$ cat config.mk
export PLATFORM = sky130hd
export DESIGN_NAME = spi_slave_rx_fifo
export DESIGN_NICKNAME = d
export VERILOG_FILES = /design/src/rtl/spi_pkg.sv /design/src/rtl/spi_fifo_mem.sv /design/src/rtl/spi_slave_rx_fifo.sv
export SDC_FILE = /design/constraint.sdc
export NUM_CORES = 1
export LEC_CHECK = 0
export BUFFER_PORTS_ARGS = -buffer_cell sky130_fd_sc_hd__buf_2
export CAP_MARGIN = 10
export CORE_ASPECT_RATIO = 1.5
export CORE_MARGIN = 2
export CORE_UTILIZATION = 60
export DETAILED_ROUTE_END_ITERATION = 7
export PLACE_DENSITY = 0.8
export SYNTH_ARGS = -nofsm -noshare
export SYNTH_HDL_FRONTEND = slang
export SYNTH_HIERARCHICAL = 1
export SYNTH_SLANG_ARGS = --single-unit
$ cat constraint.sdc
create_clock -name S_SYSCLK -period 8.3 [get_ports S_SYSCLK]
set_clock_uncertainty 0.1 [all_clocks]
set_input_delay 1.245 -clock S_SYSCLK [delete_from_list [all_inputs] [get_ports S_SYSCLK]]
set_output_delay 1.245 -clock S_SYSCLK [all_outputs]
set_load 0.03 [all_outputs]
$ cat src/rtl/spi_pkg.sv
// Shared constants and helpers for the SPI slave receive path.
package spi_pkg;

    localparam int CHAR_LEN_MAX = 15;

    function automatic int level_width(input int depth);
        return $clog2(depth) + 1;
    endfunction

endpackage

$ cat src/rtl/spi_fifo_mem.sv
// FIFO storage: one synchronous write port, asynchronous read port, no reset on contents.
module spi_fifo_mem #(
    parameter int WIDTH = 32,
    parameter int DEPTH = 8,
    parameter int AW    = $clog2(DEPTH)
) (
    input  logic             clk,
    input  logic             we,
    input  logic [AW-1:0]    waddr,
    input  logic [WIDTH-1:0] wdata,
    input  logic [AW-1:0]    raddr,
    output logic [WIDTH-1:0] rdata
);

    logic [WIDTH-1:0] mem_r [DEPTH];

    // Write one entry per accepted push.
    always_ff @(posedge clk) begin
        if (we) begin
            mem_r[waddr] <= wdata;
        end
    end

    assign rdata = mem_r[raddr];

endmodule

$ cat src/rtl/spi_slave_rx_fifo.sv
// First-word-fall-through receive FIFO for the SPI slave character engine.
// Optional start-of-frame tagging is built when SPI_RXFIFO_SOF_TAG_EN is defined.
module spi_slave_rx_fifo
    import spi_pkg::*;
#(
    parameter int CHAR_NBITS = 32,
    parameter int DEPTH      = 8
) (
    input  logic                          S_SYSCLK,
    input  logic                          S_RESET,
    input  logic                          S_ENABLE,
    input  logic                          S_CHAR_DONE,
    input  logic [CHAR_NBITS-1:0]         S_RCHAR,
    input  logic [3:0]                    S_CHAR_LEN,
    input  logic                          S_SPI_CS,
    output logic                          M_VALID,
    input  logic                          M_READY,
    output logic [CHAR_NBITS-1:0]         M_DATA,
    output logic                          M_SOF,
    output logic [level_width(DEPTH)-1:0] S_LEVEL,
    output logic                          S_FULL,
    output logic                          S_OVF,
    input  logic                          S_OVF_CLR
);

    localparam int AW = $clog2(DEPTH);
    localparam int LW = level_width(DEPTH);
`ifdef SPI_RXFIFO_SOF_TAG_EN
    localparam int MW = CHAR_NBITS + 1;
`else
    localparam int MW = CHAR_NBITS;
`endif

    localparam logic [AW-1:0] PTR_ONE  = {{(AW-1){1'b0}}, 1'b1};
    localparam logic [LW-1:0] LVL_ONE  = {{(LW-1){1'b0}}, 1'b1};
    localparam logic [LW-1:0] LVL_FULL = LW'(DEPTH);

    logic [AW-1:0]         wptr_r;
    logic [AW-1:0]         rptr_r;
    logic [LW-1:0]         level_r;
    logic [LW-1:0]         level_nxt_s;
    logic                  valid_r;
    logic                  full_r;
    logic                  ovf_r;
    logic                  push_req_s;
    logic                  pop_s;
    logic                  push_s;
    logic                  drop_s;
    logic                  we_s;
    logic [CHAR_NBITS-1:0] masked_s;
    logic [MW-1:0]         wdata_s;
    logic [MW-1:0]         rdata_s;

    // Bits above the programmed length, and everything from bit 16 up, never reach storage.
    function automatic logic [CHAR_NBITS-1:0] mask_char(input logic [CHAR_NBITS-1:0] c,
                                                        input logic [3:0]            len);
        logic [CHAR_NBITS-1:0] r;
        for (int i = 0; i < CHAR_NBITS; i++) begin
            r[i] = ((i <= int'(len)) && (i <= CHAR_LEN_MAX)) ? c[i] : 1'b0;
        end
        return r;
    endfunction

    assign push_req_s = S_CHAR_DONE & S_ENABLE;
    assign pop_s      = valid_r & M_READY;
    assign push_s     = push_req_s & (~full_r | pop_s);
    assign drop_s     = push_req_s & full_r & ~pop_s;
    assign we_s       = push_s & ~S_RESET;
    assign masked_s   = mask_char(S_RCHAR, S_CHAR_LEN);

    // Next occupancy: simultaneous push and pop leave the level unchanged.
    always_comb begin
        level_nxt_s = level_r;
        case ({push_s, pop_s})
            2'b10:   level_nxt_s = level_r + LVL_ONE;
            2'b01:   level_nxt_s = level_r - LVL_ONE;
            default: level_nxt_s = level_r;
        endcase
    end

    // Pointers, level and the flags derived from it; disable flushes like a reset but keeps overflow.
    always_ff @(posedge S_SYSCLK) begin
        if (S_RESET || !S_ENABLE) begin
            wptr_r  <= {AW{1'b0}};
            rptr_r  <= {AW{1'b0}};
            level_r <= {LW{1'b0}};
            valid_r <= 1'b0;
            full_r  <= 1'b0;
        end else begin
            if (push_s) begin
                wptr_r <= wptr_r + PTR_ONE;
            end
            if (pop_s) begin
                rptr_r <= rptr_r + PTR_ONE;
            end
            level_r <= level_nxt_s;
            valid_r <= (level_nxt_s != {LW{1'b0}});
            full_r  <= (level_nxt_s == LVL_FULL);
        end
    end

    // Sticky overflow; a new drop beats a clear in the same cycle.
    always_ff @(posedge S_SYSCLK) begin
        if (S_RESET) begin
            ovf_r <= 1'b0;
        end else if (drop_s) begin
            ovf_r <= 1'b1;
        end else if (S_OVF_CLR) begin
            ovf_r <= 1'b0;
        end
    end

`ifdef SPI_RXFIFO_SOF_TAG_EN
    logic cs_q_r;
    logic armed_r;
    logic cs_fall_s;

    assign cs_fall_s = cs_q_r & ~S_SPI_CS;

    // Arm on a chip-select falling edge; any push attempt, even a dropped one, disarms.
    always_ff @(posedge S_SYSCLK) begin
        if (S_RESET) begin
            cs_q_r  <= 1'b1;
            armed_r <= 1'b1;
        end else begin
            cs_q_r <= S_SPI_CS;
            if (cs_fall_s) begin
                armed_r <= 1'b1;
            end else if (push_req_s) begin
                armed_r <= 1'b0;
            end
        end
    end

    assign wdata_s = {armed_r, masked_s};
    assign M_SOF   = rdata_s[CHAR_NBITS];
`else
    logic unused_cs_s;

    assign unused_cs_s = S_SPI_CS;
    assign wdata_s     = masked_s;
    assign M_SOF       = 1'b0;
`endif

    spi_fifo_mem #(
        .WIDTH (MW),
        .DEPTH (DEPTH),
        .AW    (AW)
    ) u_mem (
        .clk   (S_SYSCLK),
        .we    (we_s),
        .waddr (wptr_r),
        .wdata (wdata_s),
        .raddr (rptr_r),
        .rdata (rdata_s)
    );

    assign M_DATA  = rdata_s[CHAR_NBITS-1:0];
    assign M_VALID = valid_r;
    assign S_LEVEL = level_r;
    assign S_FULL  = full_r;
    assign S_OVF   = ovf_r;

endmodule

==> flow_summary_export.csv <==
group,metric,value,unit
timing,fin_ws,3.95,ns
finish,drive_above_1_share,0.250,
cts,cts_buffers,24,
power_and_ir_drop,leakage,4.33,nW
drt,wire_per_inst,21.2,um
global_route,gr-usage-met1,0.276,
floorplan,start_util,0.614,
setup_path,reg2reg_slack,5.30,ns
yosys,synth_edf_count,256,
cts,post-cts-setup-buffers,0,
yosys,synth.most_common_cell,"edfxtp_1",
flow_run,cap_viol_max_count,0,
yosys,synth_area_leaders,"edfxtp_1 72%, mux4_1 9.8%, mux4_2 5.1%",
drt,routed_via_density,5.65,
global_route,grt_pass1_wl,29.9,mm
finish,diodes,0,
setup_path,cp.required,6.95,ns
timing,holdWs,0.396,ns
yosys,synthFlopType,"edfxtp_1",
drt,drtIter0Drc,407,
setup_path,arrival,3.01,ns
timing,timing.final.crit_share,0.524,
yosys,yosys.area.top_type,"edfxtp_1",
yosys,ys_seq_elements,269,
setup_path,critical_path_class,"flop to primary output",
place,port_buffers,64,
cts,htreeDepth,1,
floorplan,boundaryPins,83,
global_route,antenna_found_initial,0,
cts,clockBufferDepth,3,
floorplan,chipHeight,168,um
outcome,violations,"design-rule violations",
power_and_ir_drop,vdd_ir_drop_max,172,uV
cts,clock_sinks,269,
setup_path,r2r-end,"u_mem/mem_r[4][29]$_DFFE_PP_",
setup_path,crit_fanout,51,
timing,rsz0062_at_grt,"false",
global_route,grt_start_max_net_pins,66,
timing,fin_setup_tns,0,ns
global_route,grt.busiest_layer,"met2",
timing,setup_viol,0,
yosys,syn-cell-area,10700,um2
global_route,grtUsageTotal,0.209,
place,dp_hpwl,10.8,mm
finish,final_cell_area,12500,um2
cts,tritoncts,"built",
outcome,outcome,"complete, but fails checks",
yosys,syn_avg_cell_area,21.8,um2
yosys,synth_top_cells_by_count,"256 x edfxtp_1, 40 x mux4_1, 33 x mux2_2",
yosys,synthCells,490,
cts,hold_buffers,0,
timing,slew_headroom,0.367,
cts,clk_pin_slew,0.06,ns
drt,num_vias,5208,
place,placed_cell_area,11700,um2
floorplan,num_rows,59,
finish,layout-area-overhead-vs-synth,16.5,%
global_route,grt_overflow,0,
power_and_ir_drop,power_density,209,nW/um2
timing,tightest_slew,0.949,ns
floorplan,die_x,113,um
global_route,grt.met2_usage,0.368,
place,post-place-ws,4.34,ns
timing,fmax,0.230,GHz
global_route,grt_use_met3,0.0271,
floorplan,dieArea,18900,um2
drt,wirelength,19.5,mm
global_route,grt_pass1_vias,5395,
worst_hold_path,hp-start,"S_OVF$_SDFFE_PP0P_",
yosys,yosysWarningCount,6,
drt,ant_nets,0,
drt,drc,4,
setup_path,reg2reg_from,"M_VALID$_SDFF_PP0_",
cts,clk_latency,0.51,ns
floorplan,core_area,17400,um2
timing,hold_viol,0,
worst_hold_path,min_to,"S_OVF$_SDFFE_PP0P_",
place,gp_congestion,0.744,
timing,post-route-min-period,4.35,ns
yosys,yosys.cell_types.count,44,
finish,nNetsFinal,742,
cts,cts_resized,0,
drt,drt_pass1_iterations,6,
worst_hold_path,min_path_type,"flop to flop",
setup_path,rr_worst_depth,7,
yosys,seq_area_frac_synth,0.743,
cts,clockRootBuffer,"clkbuf_16",
worst_hold_path,whs_path_depth,2,
timing,slew_viol_final,0,
setup_path,critPathLaunchType,"flop",
yosys,synth_async_sr_flop_share,0,
yosys,synth_top_area_share,0.719,
setup_path,endpoint_kind,"primary output",
-- layer usage --
layer,up-vias,share of wire,routed length (um)
met5,-,0,0
met4,0,0.019,372
met3,28,0.048,932
met2,153,0.54,10400
met1,2700,0.40,7750
li1,2327,-,-
-- cell usage in the layout, fill, tap and decap left out, types with 5 or more instances in the layout --
cell type | Yosys | final
buf_2 | 7 | 64
mux4_2 | 24 | 24
nor2_1 | 22 | 16
edfxtp_1 | 256 | 256
dfxtp_1 | 13 | 11
nand2_1 | 9 | 9
nand2b_1 | 7 | 7
conb_1 | 1 | 129
mux4_1 | 40 | 40
buf_4 | 1 | 10
mux2_2 | 33 | 33
nor2b_1 | 5 | 5
ha_1 | 5 | 5
clkbuf_16 | 0 | 25
a21oi_1 | 6 | 6
nor2_4 | 0 | 6
clkinv_1 | 0 | 5
clkinv_2 | 0 | 6
-- cell families after synthesis --
kind of cell	count (synthesis)	share of synthesized area
DFF	269	0.743
buffers and inverters	27	0.0156
AOI/OAI and AO/OA	22	0.0150
muxes	100	0.186
adders and majority gates	5	0.00585
and+or+nand+nor	59	0.0279
xor gates and xnor gates	7	0.00573
other	1	0.000351
-- critical path: stages (launching register included) --
cell and delay [ns]:
dfxtp_4 0.52, buf_4 0.78, mux4_1 0.67, mux2_2 0.30, buf_2 0.18
-- final cells by class --
type | instances | area (um2)
Clock buffer | 29 | 641
Clock inverter | 12 | 78.8
Fill cell | 1040 | 4960
Inverter | 3 | 11.3
Multi-Input combinational cell | 322 | 3110
Sequential cell | 269 | 7960
Tap cell | 213 | 267
Timing Repair Buffer | 74 | 395
-- power breakdown --
part | leakage [nW] | internal [mW] | switching (mW)
Clock | 0.358 | 0.577 | 0.444
Sequential | 2.41 | 1.49 | 0.00346
Combinational | 1.56 | 0.0279 | 0.0548
-- registers in the layout, indices dropped and copies added (netlist names) --
register     count
u_mem/mem_r    256
wptr_r           3
S_FULL           1
rptr_r           3
M_VALID          1
S_LEVEL          4
S_OVF            1
-- metrics by stage --
step	utilization	instances	power (mW)
6_report	0.715	922	2.60
3_3_place_gp	0.674	881	1.60
3_5_place_dp	0.674	881	1.60
4_1_cts	0.715	922	2.62
2_1_floorplan	-	618	1.58
5_1_grt	0.715	922	2.68
-- worst max path at each step --
stage                                start                      endpoint  slack, ns  depth (start not counted)
global placement                   M_READY  u_mem/mem_r[4][16]$_DFFE_PP_       4.44                          8
global route        rptr_r[0]$_SDFFE_PP0P_                    M_DATA[21]       3.81                          4
CTS                 rptr_r[0]$_SDFFE_PP0P_                    M_DATA[21]       3.89                          4
finish              rptr_r[0]$_SDFFE_PP0P_                    M_DATA[15]       3.95                          4
detailed placement                 M_READY  u_mem/mem_r[4][16]$_DFFE_PP_       4.34                          8
floorplan                          M_READY   u_mem/mem_r[0][0]$_DFFE_PP_       3.56                          6
Power figures use the tool's default switching activity.
